$ cat config.mk
export PLATFORM = sky130hd
export DESIGN_NAME = fractal_sync_rsp_arbiter
export DESIGN_NICKNAME = d
export VERILOG_FILES = /design/src/rtl/fractal_sync_rsp_arbiter.sv
export SDC_FILE = /design/constraint.sdc
export NUM_CORES = 1
export LEC_CHECK = 0
export CORE_UTILIZATION = 48
export CTS_CLUSTER_SIZE = 40
export DETAILED_ROUTE_END_ITERATION = 12
export GPL_TIMING_DRIVEN = 1
export PLACE_DENSITY = 0.75
export SLEW_MARGIN = 20
export SYNTH_ARGS = -nofsm -noshare
export SYNTH_HDL_FRONTEND = slang
export SYNTH_SLANG_ARGS = --single-unit
$ cat constraint.sdc
create_clock -name clk_i -period 1.7 [get_ports clk_i]
set_input_delay 0.255 -clock clk_i [delete_from_list [all_inputs] [get_ports clk_i]]
set_output_delay 0.255 -clock clk_i [all_outputs]
set_load 0.1 [all_outputs]
$ cat src/rtl/fractal_sync_rsp_arbiter.sv
// rtl/fractal_sync_rsp_arbiter.sv - round-robin merge of N_IN sync-response FIFOs onto one registered channel
//
// Purpose:
//   Scans the input FIFO read ports round-robin, starting at ptr_q. Pops the first
//   non-empty one whenever the output register is free, and forwards the element
//   with its source index on a registered valid/ready channel. Per-input wait
//   counters flag inputs that have been waiting MAX_WAIT cycles or more.
//
// Ports:
//   clk_i     clock
//   rst_ni    asynchronous active-low reset
//   empty_i   per-input FIFO empty flag
//   rsp_i     per-input FIFO head element (combinational FIFO output)
//   pop_o     per-input pop, one-hot or zero
//   valid_o   rsp_o/src_o hold a valid response
//   ready_i   downstream accepts the response
//   rsp_o     registered response
//   src_o     index of the input that supplied rsp_o
//   starve_o  per-input starvation level flag

module fractal_sync_rsp_arbiter #(
    parameter type              fsync_rsp_t = logic,
    parameter int unsigned      N_IN        = 2,
    parameter int unsigned      MAX_WAIT    = 15,
    localparam int unsigned     IDX_W       = (N_IN > 1) ? $clog2(N_IN) : 1
) (
    input  logic                clk_i,
    input  logic                rst_ni,
    input  logic [N_IN-1:0]     empty_i,
    input  fsync_rsp_t          rsp_i [N_IN],
    output logic [N_IN-1:0]     pop_o,
    output logic                valid_o,
    input  logic                ready_i,
    output fsync_rsp_t          rsp_o,
    output logic [IDX_W-1:0]    src_o,
    output logic [N_IN-1:0]     starve_o
);

    localparam int unsigned      WAIT_W   = $clog2(MAX_WAIT + 1);
    localparam logic [IDX_W:0]   N_IN_W   = (IDX_W + 1)'(N_IN);
    localparam logic [IDX_W-1:0] LAST_IDX = IDX_W'(N_IN - 1);
    localparam logic [WAIT_W-1:0] WAIT_MAX = WAIT_W'(MAX_WAIT);

    if (N_IN == 0) begin : g_bad_n_in
        $fatal(1, "fractal_sync_rsp_arbiter: N_IN must be >= 1");
    end
    if (MAX_WAIT == 0) begin : g_bad_max_wait
        $fatal(1, "fractal_sync_rsp_arbiter: MAX_WAIT must be >= 1");
    end

    // ------------------------------------------------------------------
    // State
    // ------------------------------------------------------------------
    logic              valid_q, valid_d;
    fsync_rsp_t        rsp_q,   rsp_d;
    logic [IDX_W-1:0]  src_q,   src_d;
    logic [IDX_W-1:0]  ptr_q,   ptr_d;
    logic [WAIT_W-1:0] wait_q [N_IN];
    logic [WAIT_W-1:0] wait_d [N_IN];

    // ------------------------------------------------------------------
    // Round-robin selection
    // ------------------------------------------------------------------
    logic             free;
    logic             any_req;
    logic             gnt;
    logic [IDX_W-1:0] sel;

    assign free = ~valid_q | ready_i;

    // Scan ptr_q, ptr_q+1, ... modulo N_IN; the first non-empty input wins.
    // The sum never exceeds 2*N_IN-2, so one conditional subtract wraps it.
    always_comb begin
        logic [IDX_W:0] sum;
        any_req = 1'b0;
        sel     = '0;
        sum     = '0;
        for (int k = 0; k < int'(N_IN); k++) begin
            sum = {1'b0, ptr_q} + (IDX_W + 1)'(k);
            if (sum >= N_IN_W) begin
                sum = sum - N_IN_W;
            end
            if (!any_req && !empty_i[sum[IDX_W-1:0]]) begin
                any_req = 1'b1;
                sel     = sum[IDX_W-1:0];
            end
        end
    end

    // rst_ni gates the grant so no FIFO is popped while the block is held in
    // reset (valid_q is 0 then, which would otherwise make the register look free).
    assign gnt = any_req & free & rst_ni;

    always_comb begin
        pop_o = '0;
        for (int i = 0; i < int'(N_IN); i++) begin
            pop_o[i] = gnt && (sel == IDX_W'(i));
        end
    end

    // ------------------------------------------------------------------
    // Output register next state
    // ------------------------------------------------------------------
    // rsp_i is only sampled through the selected, non-empty lane on a grant,
    // so X on idle lanes never reaches the register.
    always_comb begin
        valid_d = valid_q;
        rsp_d   = rsp_q;
        src_d   = src_q;
        if (gnt) begin
            valid_d = 1'b1;
            rsp_d   = rsp_i[sel];
            src_d   = sel;
        end else if (valid_q && ready_i) begin
            valid_d = 1'b0;
        end
    end

    always_ff @(posedge clk_i or negedge rst_ni) begin
        if (!rst_ni) begin
            valid_q <= 1'b0;
            rsp_q   <= '0;
            src_q   <= '0;
        end else begin
            valid_q <= valid_d;
            rsp_q   <= rsp_d;
            src_q   <= src_d;
        end
    end

    assign valid_o = valid_q;
    assign rsp_o   = rsp_q;
    assign src_o   = src_q;

    // ------------------------------------------------------------------
    // Round-robin pointer: restarts just after the last granted input
    // ------------------------------------------------------------------
    always_comb begin
        ptr_d = ptr_q;
        if (gnt) begin
            ptr_d = (sel == LAST_IDX) ? '0 : sel + 1'b1;
        end
    end

    if (N_IN == 1) begin : g_ptr_single
        // With one input there is nothing to rotate.
        assign ptr_q = '0;
    end else begin : g_ptr_multi
        always_ff @(posedge clk_i or negedge rst_ni) begin
            if (!rst_ni) begin
                ptr_q <= '0;
            end else begin
                ptr_q <= ptr_d;
            end
        end
    end

    // ------------------------------------------------------------------
    // Starvation tracking
    // ------------------------------------------------------------------
    always_comb begin
        for (int i = 0; i < int'(N_IN); i++) begin
            wait_d[i] = wait_q[i];
            if (empty_i[i] || pop_o[i]) begin
                wait_d[i] = '0;
            end else if (wait_q[i] != WAIT_MAX) begin
                wait_d[i] = wait_q[i] + 1'b1;
            end
        end
    end

    always_ff @(posedge clk_i or negedge rst_ni) begin
        if (!rst_ni) begin
            for (int i = 0; i < int'(N_IN); i++) begin
                wait_q[i] <= '0;
            end
        end else begin
            for (int i = 0; i < int'(N_IN); i++) begin
                wait_q[i] <= wait_d[i];
            end
        end
    end

    always_comb begin
        starve_o = '0;
        for (int i = 0; i < int'(N_IN); i++) begin
            starve_o[i] = (wait_q[i] == WAIT_MAX);
        end
    end

endmodule

==> impl_metrics.env, run 1 <==
export IMPL_r2r_end="src_o"
export IMPL_gr_usage_all_layers=0.214
export IMPL_rsz0062_at_grt="no"
export IMPL_switchingPower_uw=330
export IMPL_pwr_density_cell_nw_per_um2=911
export IMPL_clock_sinks=12
export IMPL_grt_overflow=0
export IMPL_drtIter0Drc=10
export IMPL_setup_violations=0
export IMPL_regToRegStartpoint="valid_o"
export IMPL_io_pins=14
export IMPL_postSynthCellCount=66
export IMPL_r2r_cells=4
export IMPL_grt_pass1_vias=513
export IMPL_switching_share=0.362
export IMPL_wire_per_inst_um=13.6
export IMPL_clk_pin_slew_worst_paths_ns=0.08
export IMPL_num_rows=13
export IMPL_drc=0
export IMPL_end_kind="output pin"
export IMPL_fin_crit_sh=0.969
export IMPL_cp_max_fo=4
export IMPL_syn_avg_cell_area_sq_um=10.0
export IMPL_placedCellCount=98
export IMPL_power_frac_comb=0.358
export IMPL_ys_seq_area_frac=0.455
export IMPL_syn_cell_area_sq_um=661
export IMPL_antenna_found_initial=0
export IMPL_top_layer_used="met4"
export IMPL_final_instance_count_excl_fill=103
export IMPL_drtPass1Iterations=3
export IMPL_worstPathRequired_ns=1.44
export IMPL_insertion_delay_ns=0.28
export IMPL_grt_pass1_wl_um=2100
export IMPL_fmax_mhz=607
export IMPL_drv_slew=0
export IMPL_final_hold_viol_count=0
export IMPL_power_frac_seq=0.387
export IMPL_postRouteAntennaNets=0
export IMPL_wl_met2_um=723
export IMPL_internal_power_uw=583
export IMPL_crit_path_top_delay_cell="dfrtp_4"
export IMPL_max_slew_margin=0.799
export IMPL_min_path_type="primary input to asynchronous set/reset pin"
export IMPL_drive_gt1_frac=0.375
export IMPL_max_slew_worst_pin_slew_ns=0.301
export IMPL_critPathArrivalTime_ns=1.39
export IMPL_vias=575
export IMPL_h_tree_depth=1
export IMPL_critical_path_max_stage_delay_ns=0.49
export IMPL_maxCapViolations=0
export IMPL_r2r_setup_slack_ns=0.41
export IMPL_grt_max_degree=9
export IMPL_clk_path_buf_depth=2
export IMPL_die_height_um=39.1
export IMPL_wl_met1_um=599
export IMPL_areaGrowthSynthToFinish_pct=51.7
export IMPL_core_sq_um=1280
export IMPL_syn_num_nets=75
export IMPL_p_leak_nw=0.468
export IMPL_ys_types=31
export IMPL_yosys_warnings=0
export IMPL_hpwlAfterDp_um=1100
export IMPL_status="finished clean"
export IMPL_die_w_um=39.1
export IMPL_drt_wl_total_um=1400
export IMPL_ys_seq_elements=12
export IMPL_fp_dieArea_sq_um=1530
export IMPL_numCtsBuffers=3
export IMPL_cts_tree="built"
export IMPL_portBuffers=13
export IMPL_fin_skew_ns=0.00347
export IMPL_power_uw=913
export IMPL_met3_length_um=39
export IMPL_peakVddDrop_v=0.000682
export IMPL_vias_per_cell=5.58
export IMPL_n_antenna_cell=0
export IMPL_period_needed_ns=1.65
export IMPL_initial_core_util=0.514
export IMPL_crit_type="flip-flop to output pin"
export IMPL_cp_start_kind="flip-flop"
export IMPL_p_clk_frac=0.255
export IMPL_cts_root_buf="clkbuf_4"
export IMPL_path_cells="nand2b_4 -> nand2_4 -> nor3b_4 -> buf_12"
export IMPL_layout_nets=98
export IMPL_place_congestion=0.757
[worst max-delay path, delay by kind of cell (launching register included)]
kind                   cells  cell delay, ns
buffers and inverters      1            0.20
DFF                        1            0.49
and+or+nand+nor            3            0.40
[layout by cell type (no fill, tap or decap), drive strengths merged]
master          n
and2b           1
a31o            2
buf            14
a21bo           1
mux2i           2
clkdlybuf4s50   4
nand4           1
o311ai          1
nor3b           3
a31oi           2
nand2           4
dlymetal6s2s    2
nor3            5
a211oi          1
ha              2
and3            2
o22a            1
inv             1
o21ai           2
or2             1
nand2b          3
nand3           3
xor2            2
dfrtp          12
nor2b           1
clkbuf          4
a21oi           1
nor2           10
[cell type report]
class | count | area [sq um]
well taps | 15 | 18.8
inverters | 1 | 3.75
repair buffers | 20 | 258
multi-input cells | 51 | 382
fillers | 80 | 283
clock buffers | 4 | 36.3
flip-flops and latches | 12 | 304
[layer usage]
| layer | GRT usage | vias to the layer above |
|---|---|---|
| met2 | 0.358 | 12 |
| li1 | - | 281 |
| met3 | 0.0520 | 5 |
| met5 | 0 | - |
| met4 | 0.129 | 0 |
| met1 | 0.242 | 277 |
[flip-flops by register name, indices dropped and copies added (netlist names)]
name	cells
wait_q	8
ptr_q	1
rsp_o	1
src_o	1
valid_o	1
[cell usage after synthesis]
library cell,instances,share of area
nor2b_1,1,0.0095
nor3_2,2,0.030
buf_2,1,0.0076
nand4_1,1,0.0095
o21ai_0,1,0.0076
a31oi_1,2,0.019
nand2_1,4,0.023
nand3_1,3,0.023
a211oi_1,1,0.011
and2b_2,1,0.013
nand2b_2,1,0.013
and3_1,2,0.019
o22a_1,1,0.013
dfrtp_1,12,0.45
mux2i_1,2,0.030
nor3b_1,3,0.034
inv_1,1,0.0057
a21oi_1,1,0.0076
o311ai_1,1,0.013
nor2_1,10,0.057
a31o_2,1,0.013
a31o_4,1,0.027
xor2_1,2,0.027
a21bo_2,1,0.015
ha_1,2,0.038
o21ai_1,1,0.0076
clkbuf_1,1,0.0057
or2_4,1,0.013
nand2b_4,1,0.021
nand2b_1,1,0.0095
nor3_1,3,0.023
[power by group through the flow]
| stage | Clock, mW | Combinational [mW] | Sequential [mW] |
|---|---|---|---|
| final | 0.233 | 0.327 | 0.353 |
| after global routing | 0.244 | 0.344 | 0.357 |
| after CTS | 0.230 | 0.322 | 0.354 |
| after detailed placement | 0 | 0.320 | 0.359 |
| after global placement | 0 | 0.315 | 0.358 |
| after floorplan | 0 | 0.114 | 0.435 |
[cells by family after synthesis]
| family | share of synthesized area |
|---|---|
| buffers and inverters | 0.0189 |
| adders and majority gates | 0.0379 |
| muxes | 0.0303 |
| and+or+nand+nor | 0.297 |
| DFF | 0.455 |
| AOI/OAI and AO/OA | 0.134 |
| xor gates and xnor gates | 0.0265 |
[worst max path at each step]
stage / from / end / slack (ns) / depth (start not counted)
after floorplan: valid_o / pop_o[0] / -0.29 / 3
after global placement: ready_i / pop_o[0] / 0.02 / 5
after detailed placement: ready_i / pop_o[0] / 0.003 / 5
after CTS: wait_q[0] / starve_o[1] / 0.01 / 3
after global routing: valid_o / pop_o[0] / 0.008 / 4
final: valid_o / pop_o[0] / 0.05 / 4
[per-stage QoR]
| step | instance area (sq um) | hold WS [ns] | TNS (ns) | worst slack, ns | utilization |
|---|---|---|---|---|---|
| 3_3_place_gp | 943 | 0.557 | 0 | 0.0161 | 0.734 |
| 6_report | 1000 | 0.0517 | 0 | 0.0530 | 0.780 |
| 4_1_cts | 982 | 0.382 | 0 | 0.0113 | 0.764 |
| 3_5_place_dp | 943 | 0.571 | 0 | 0.00343 | 0.734 |
| 5_1_grt | 1000 | 0.0805 | 0 | 0.00778 | 0.780 |
| 2_1_floorplan | 689 | -0.0406 | -0.285 | -0.285 | - |
[timing repair]
action / CTS / global route
endpoints found under the setup margin: 1 / 3
buffers inserted: 0 / 1
hold buffers: 0 / 0
pin swaps: 1 / 1
resized for setup: 1 / 5
(Power assumes the default switching activity.)
==> inputs of run 2 (changes only) <==
--- a/config.mk
+++ b/config.mk
@@ -8,6 +8,7 @@
 export CORE_UTILIZATION = 48
 export CTS_CLUSTER_SIZE = 40
 export DETAILED_ROUTE_END_ITERATION = 12
+export GPL_ROUTABILITY_DRIVEN = 0
 export GPL_TIMING_DRIVEN = 1
 export PLACE_DENSITY = 0.75
 export SLEW_MARGIN = 20
==> results of run 2 <==
Same layout as run 1: the final DEF is identical, and so are final timing and power.
